### config.mk
export PLATFORM = sky130hd
export DESIGN_NAME = mem_arbiter
export DESIGN_NICKNAME = d
export VERILOG_FILES = /design/src/rtl/mem_arbiter_pkg.sv /design/src/rtl/mem_arbiter_grant.sv /design/src/rtl/mux2.sv /design/src/rtl/mem_arbiter.sv
export SDC_FILE = /design/constraint.sdc
export NUM_CORES = 1
export LEC_CHECK = 0
export ABC_CLOCK_PERIOD_IN_PS = 1800
export CORE_AREA = 2 2 268 270
export CTS_CLUSTER_SIZE = 25
export DETAILED_ROUTE_END_ITERATION = 10
export DIE_AREA = 0 0 270 272
export DONT_BUFFER_PORTS = 1
export GPL_TIMING_DRIVEN = 1
export PLACE_DENSITY_LB_ADDON = 0.05
export SKIP_LAST_GASP = 1
export SLEW_MARGIN = 20
export SYNTH_ARGS = -nofsm -noshare
export SYNTH_HDL_FRONTEND = slang
export SYNTH_SLANG_ARGS = --single-unit
### constraint.sdc
create_clock -name clk -period 1.8 [get_ports clk]
set_input_delay 0.36 -clock clk [delete_from_list [all_inputs] [get_ports clk]]
set_output_delay 0.36 -clock clk [all_outputs]
set_load 0.1 [all_outputs]
### src/rtl/mem_arbiter_pkg.sv
// Shared types for the I-cache/D-cache physical-memory arbiter.
// Optional round-robin arbitration is enabled with ARB_ROUND_ROBIN_EN.
package mem_arbiter_pkg;

    typedef enum logic [1:0] {
        ARB_IDLE    = 2'd0,
        ARB_SERVE_I = 2'd1,
        ARB_SERVE_D = 2'd2
    } arb_state_t;

    typedef enum logic {
        OWNER_I = 1'b0,
        OWNER_D = 1'b1
    } arb_owner_t;

    function automatic arb_owner_t other_owner(input arb_owner_t owner);
        arb_owner_t result;
        if (owner == OWNER_I) begin
            result = OWNER_D;
        end else begin
            result = OWNER_I;
        end
        return result;
    endfunction

endpackage

### src/rtl/mem_arbiter_grant.sv
// Combinational requester picker for the memory arbiter.
// Round-robin tie-breaking is compiled in only with ARB_ROUND_ROBIN_EN.
module mem_arbiter_grant
    import mem_arbiter_pkg::*;
(
    input  logic       i_req,
    input  logic       d_req,
    input  arb_owner_t last_grant,
    output logic       grant_valid,
    output arb_owner_t grant_owner
);

`ifndef ARB_ROUND_ROBIN_EN
    logic unused_last_grant_s;
    assign unused_last_grant_s = last_grant;
`endif

    // Pick the owner for the next transaction from the live requests.
    always_comb begin
        grant_valid = i_req | d_req;
        grant_owner = OWNER_D;
`ifdef ARB_ROUND_ROBIN_EN
        if (i_req && d_req) begin
            // Both pending: favour whoever did not win last time.
            grant_owner = other_owner(last_grant);
        end else if (d_req) begin
            grant_owner = OWNER_D;
        end else if (i_req) begin
            grant_owner = OWNER_I;
        end else begin
            grant_owner = OWNER_D;
        end
`else
        if (d_req) begin
            grant_owner = OWNER_D;
        end else if (i_req) begin
            grant_owner = OWNER_I;
        end else begin
            grant_owner = OWNER_D;
        end
`endif
    end

endmodule

### src/rtl/mux2.sv
// Generic two-input multiplexer cell used for the pmem address and write-data paths.
module mux2 #(
    parameter int WIDTH = 1
) (
    input  logic             sel,
    input  logic [WIDTH-1:0] a,
    input  logic [WIDTH-1:0] b,
    output logic [WIDTH-1:0] y
);

    // Select b when sel is high, otherwise a.
    always_comb begin
        if (sel) begin
            y = b;
        end else begin
            y = a;
        end
    end

endmodule

### src/rtl/mem_arbiter.sv
// Arbitrates the single pmem port between the I-cache and D-cache controllers.
// Define ARB_ROUND_ROBIN_EN to alternate grants when both caches are waiting.
module mem_arbiter
    import mem_arbiter_pkg::*;
#(
    parameter int ADDR_WIDTH = 16,
    parameter int LINE_WIDTH = 128
) (
    input  logic                  clk,
    input  logic                  rst,
    input  logic                  i_read,
    input  logic [ADDR_WIDTH-1:0] i_address,
    output logic                  i_resp,
    output logic [LINE_WIDTH-1:0] i_rdata,
    input  logic                  d_read,
    input  logic                  d_write,
    input  logic [ADDR_WIDTH-1:0] d_address,
    input  logic [LINE_WIDTH-1:0] d_wdata,
    output logic                  d_resp,
    output logic [LINE_WIDTH-1:0] d_rdata,
    output logic                  pmem_read,
    output logic                  pmem_write,
    output logic [ADDR_WIDTH-1:0] pmem_address,
    output logic [LINE_WIDTH-1:0] pmem_wdata,
    input  logic [LINE_WIDTH-1:0] pmem_rdata,
    input  logic                  pmem_resp
);

    arb_state_t state_r;
    arb_state_t state_next_s;
    arb_owner_t owner_sel_s;
    arb_owner_t last_grant_s;
    arb_owner_t grant_owner_s;
    logic       grant_valid_s;
    logic       d_req_s;
    logic       sel_d_s;

    assign d_req_s = d_read | d_write;
    assign sel_d_s = (owner_sel_s == OWNER_D);

    // Read data is broadcast; only the response strobe tells a cache it is theirs.
    assign i_rdata = pmem_rdata;
    assign d_rdata = pmem_rdata;

    mem_arbiter_grant u_grant (
        .i_req       (i_read),
        .d_req       (d_req_s),
        .last_grant  (last_grant_s),
        .grant_valid (grant_valid_s),
        .grant_owner (grant_owner_s)
    );

`ifdef ARB_ROUND_ROBIN_EN
    arb_owner_t last_grant_r;

    // Remember the most recent winner for round-robin tie-breaking.
    always_ff @(posedge clk) begin
        if (rst) begin
            last_grant_r <= OWNER_I;
        end else if ((state_r == ARB_IDLE) && grant_valid_s) begin
            last_grant_r <= grant_owner_s;
        end else begin
            last_grant_r <= last_grant_r;
        end
    end

    assign last_grant_s = last_grant_r;
`else
    assign last_grant_s = OWNER_I;
`endif

    // Arbiter state register.
    always_ff @(posedge clk) begin
        if (rst) begin
            state_r <= ARB_IDLE;
        end else begin
            state_r <= state_next_s;
        end
    end

    // Next-state, strobe and owner-select decode.
    always_comb begin
        state_next_s = state_r;
        owner_sel_s  = OWNER_D;
        pmem_read    = 1'b0;
        pmem_write   = 1'b0;
        i_resp       = 1'b0;
        d_resp       = 1'b0;
        case (state_r)
            ARB_IDLE: begin
                if (grant_valid_s) begin
                    if (grant_owner_s == OWNER_D) begin
                        state_next_s = ARB_SERVE_D;
                    end else begin
                        state_next_s = ARB_SERVE_I;
                    end
                end else begin
                    state_next_s = ARB_IDLE;
                end
            end
            ARB_SERVE_I: begin
                owner_sel_s = OWNER_I;
                pmem_read   = 1'b1;
                if (pmem_resp) begin
                    i_resp       = 1'b1;
                    state_next_s = ARB_IDLE;
                end else begin
                    state_next_s = ARB_SERVE_I;
                end
            end
            ARB_SERVE_D: begin
                // Strobes track the owner's live request lines until completion.
                owner_sel_s = OWNER_D;
                pmem_read   = d_read;
                pmem_write  = d_write;
                if (pmem_resp) begin
                    d_resp       = 1'b1;
                    state_next_s = ARB_IDLE;
                end else begin
                    state_next_s = ARB_SERVE_D;
                end
            end
            default: begin
                state_next_s = ARB_IDLE;
            end
        endcase
    end

    mux2 #(.WIDTH(ADDR_WIDTH)) u_addr_mux (
        .sel (sel_d_s),
        .a   (i_address),
        .b   (d_address),
        .y   (pmem_address)
    );

    // The I-cache never writes, so its write-data leg is tied to zero.
    mux2 #(.WIDTH(LINE_WIDTH)) u_wdata_mux (
        .sel (sel_d_s),
        .a   ({LINE_WIDTH{1'b0}}),
        .b   (d_wdata),
        .y   (pmem_wdata)
    );

endmodule

==> reports/metrics.csv <==
metric;value;unit
status;finished, violations left;
violated checks;negative setup slack;
Port Buffers;0;
RSZ-0062 raised after global routing;yes;
CP cell instances;inv_2, ha_4, buf_16, mux2_4;
clk slew on worst S/H paths;0.03;ns
CTS sink cnt;2;
Initial DRC Count;36;
Hold Path Class;in -> reg;
post-route setup slack;-0.124;ns
mean post-synth cell area;7.37;um2
largest registers;state_r x2;
Synth area leaders;buf_4 (60%), nor2b_1 (25%), mux2_4 (4.7%);
Power per Cell Area;505;nW/um2
max frequency;0.520;GHz
CP Class;reg -> out;
CP startpoint kind;register;
Synth async-reset ratio;0;%
number of top-level pins;698;
clk_lat worst skew;0.22;ns
Worst Setup End Kind;primary output;
critical path's slowest cell;mux2_4;
Via density;1.75;
post-route cell area;6920;um2
Max VDD drop;0.000257;V
H-tree levels;1;
Biggest register;state_r;
Max Transition Viols Final;0;
dominant cell type by area after synthesis;buf_4;
Commonest cells post-synth;buf_4 (258), nor2b_1 (129), buf_2 (11);
cell row count;98;
HPWL Detailed;14.7;mm
first-pass GRT wire length;22.3;mm
drc violations;0;
CTS root buffer;clkbuf_16;
number of synthesized flops with an enable pin;0;
Period minus WS final;1.92;ns
max incr delay on CP;0.46;ns
vias in the first global route;2533;
starting density of the core;4.53;%
maximum fanout along the worst path;18;
Most Used Layer, Global Route;met2;
sequential area share after synthesis;1.25;%
antenna viol nets, final;0;
Nets;644;
met2 GRT Util;7.17;%
antenna cells;0;
area grow syn2layout;116;%
TritonCTS clock tree;yes;
Netlist cell types;16;
All-Layer GR Usage;4.24;%
Max-cap violations;0;
family with the most delay on the worst path;multiplexers;
Placed Area;5820;um2
initial antenna violation count;4;
Buf/Inv on CP;2;
dominant synthesized flop cell;dfxtp_1;
die area;73400;um2
fin util;9.78;%
grt met3 use;3.56;%
Fill cells;8117;
fraction of layout cells with a size suffix above 1;97.1;%
Data required, critical path;1.44;ns
post-synthesis instance area;3210;um2
Routed wire per std cell;13.4;um
Setup Viol. Count Final;132;
most common cell in the netlist;buf_4;
Design Power;3.50;mW
Leak;2.88;nW
via count;2270;
Setup WS pre-CTS;0.0186;ns
total routed wirelength;17.4;mm
Tightest Pin Transition;0.298;ns
top-area cell type share of the netlist area;60.4;%
skew final;0.00155;ns
final period utilization;107;%
GR Overflow Total;0;
Post-Syn Nets;733;
Arr. time, crit path;1.56;ns
largest net degree at the start of global routing;31;
#FFs+latches synth;2;
max reg flops;2;
worst hold slack;0.203;ns
Mapped Cells;435;
Final Hold Vio Count;0;
DR pass1 iterations;3;
chip width;270;um
Ys Warns;0;
GR Util met1;4.06;%
total CTS buffers;3;
Die H;272;um
Placeable Area;70800;um2
Slew headroom;80.3;%
GP Congestion;0.677;
CTS Buffer Depth;2;
routing by layer:
metal	wire length, um	part of all wire [%]	vias to the layer above
met2	8510	49	375
li1	-	-	881
met1	5710	33	994
met3	3060	18	12
met5	50	0.29	-
met4	57	0.33	8
placed cells by master, fill, tap and decap left out, drive strengths merged:
cell type / count
and2: 3
inv: 2
o21ai: 1
mux2: 16
nand2b: 2
ha: 4
a211oi: 2
dfxtp: 2
nand4bb: 1
a21oi: 1
nor2b: 129
clkbuf: 5
buf: 176
what timing repair did:
| action | 4_1_cts | 5_1_grt |
|---|---|---|
| buffers inserted | 14 | 5 |
| resized for setup | 90 | 48 |
| cloned | 6 | 3 |
| hold buffers | 0 | 0 |
| setup endpoints to repair | 130 | 142 |
| pin swaps | 0 | 2 |
worst paths after layout:
kind                   start                to  slack, ns  depth (start not counted)
hold / removal           rst        state_r[0]       0.20                          1
setup reg to reg  state_r[1]        state_r[0]       0.60                          6
hold reg to reg   state_r[0]        state_r[0]       0.70                          3
setup / recovery  state_r[1]  pmem_address[13]      -0.12                          4
per-stage QoR:
step                TNS [ns]  cells
floorplan             -76.75    435
CTS                   -12.45   1289
global route          -15.05   1294
finish                 -7.29   1294
detailed placement         0   1266
global placement           0   1266
cell type report:
type                            instances  area [um2]  area share (%)
Timing Repair Buffer                  178        3450            49.9
Tap cell                              950        1190            17.2
Sequential cell                         2        42.5           0.615
Clock buffer                            3        75.1            1.08
Multi-Input combinational cell        159        2160            31.2
Inverter                                2        7.51           0.108
kinds of logic after synthesis:
family	share of synthesized area, %
multiplexers	6.79
AO/OA/AOI/OAI	0.780
buffers and inverters	63.1
flip-flops	1.25
adder cells (fa/ha/maj)	1.56
AND/OR/NAND/NOR	26.5
worst reg2reg max path: stages, from the launching register on:
cell	delay, ns
dfxtp_2	0.31
inv_2	0.07
ha_4	0.24
buf_12	0.14
buf_8	0.11
nand2b_1	0.06
a211oi_1	0.18
where the power goes:
part / internal [mW] / total, mW / switching, mW
clock: 0.283 / 0.334 / 0.0517
combinational: 1.13 / 3.11 / 1.98
sequential: 0.0486 / 0.0508 / 0.00224
total: 1.47 / 3.50 / 2.03
Note: power is estimated with default switching activity, not from simulation.
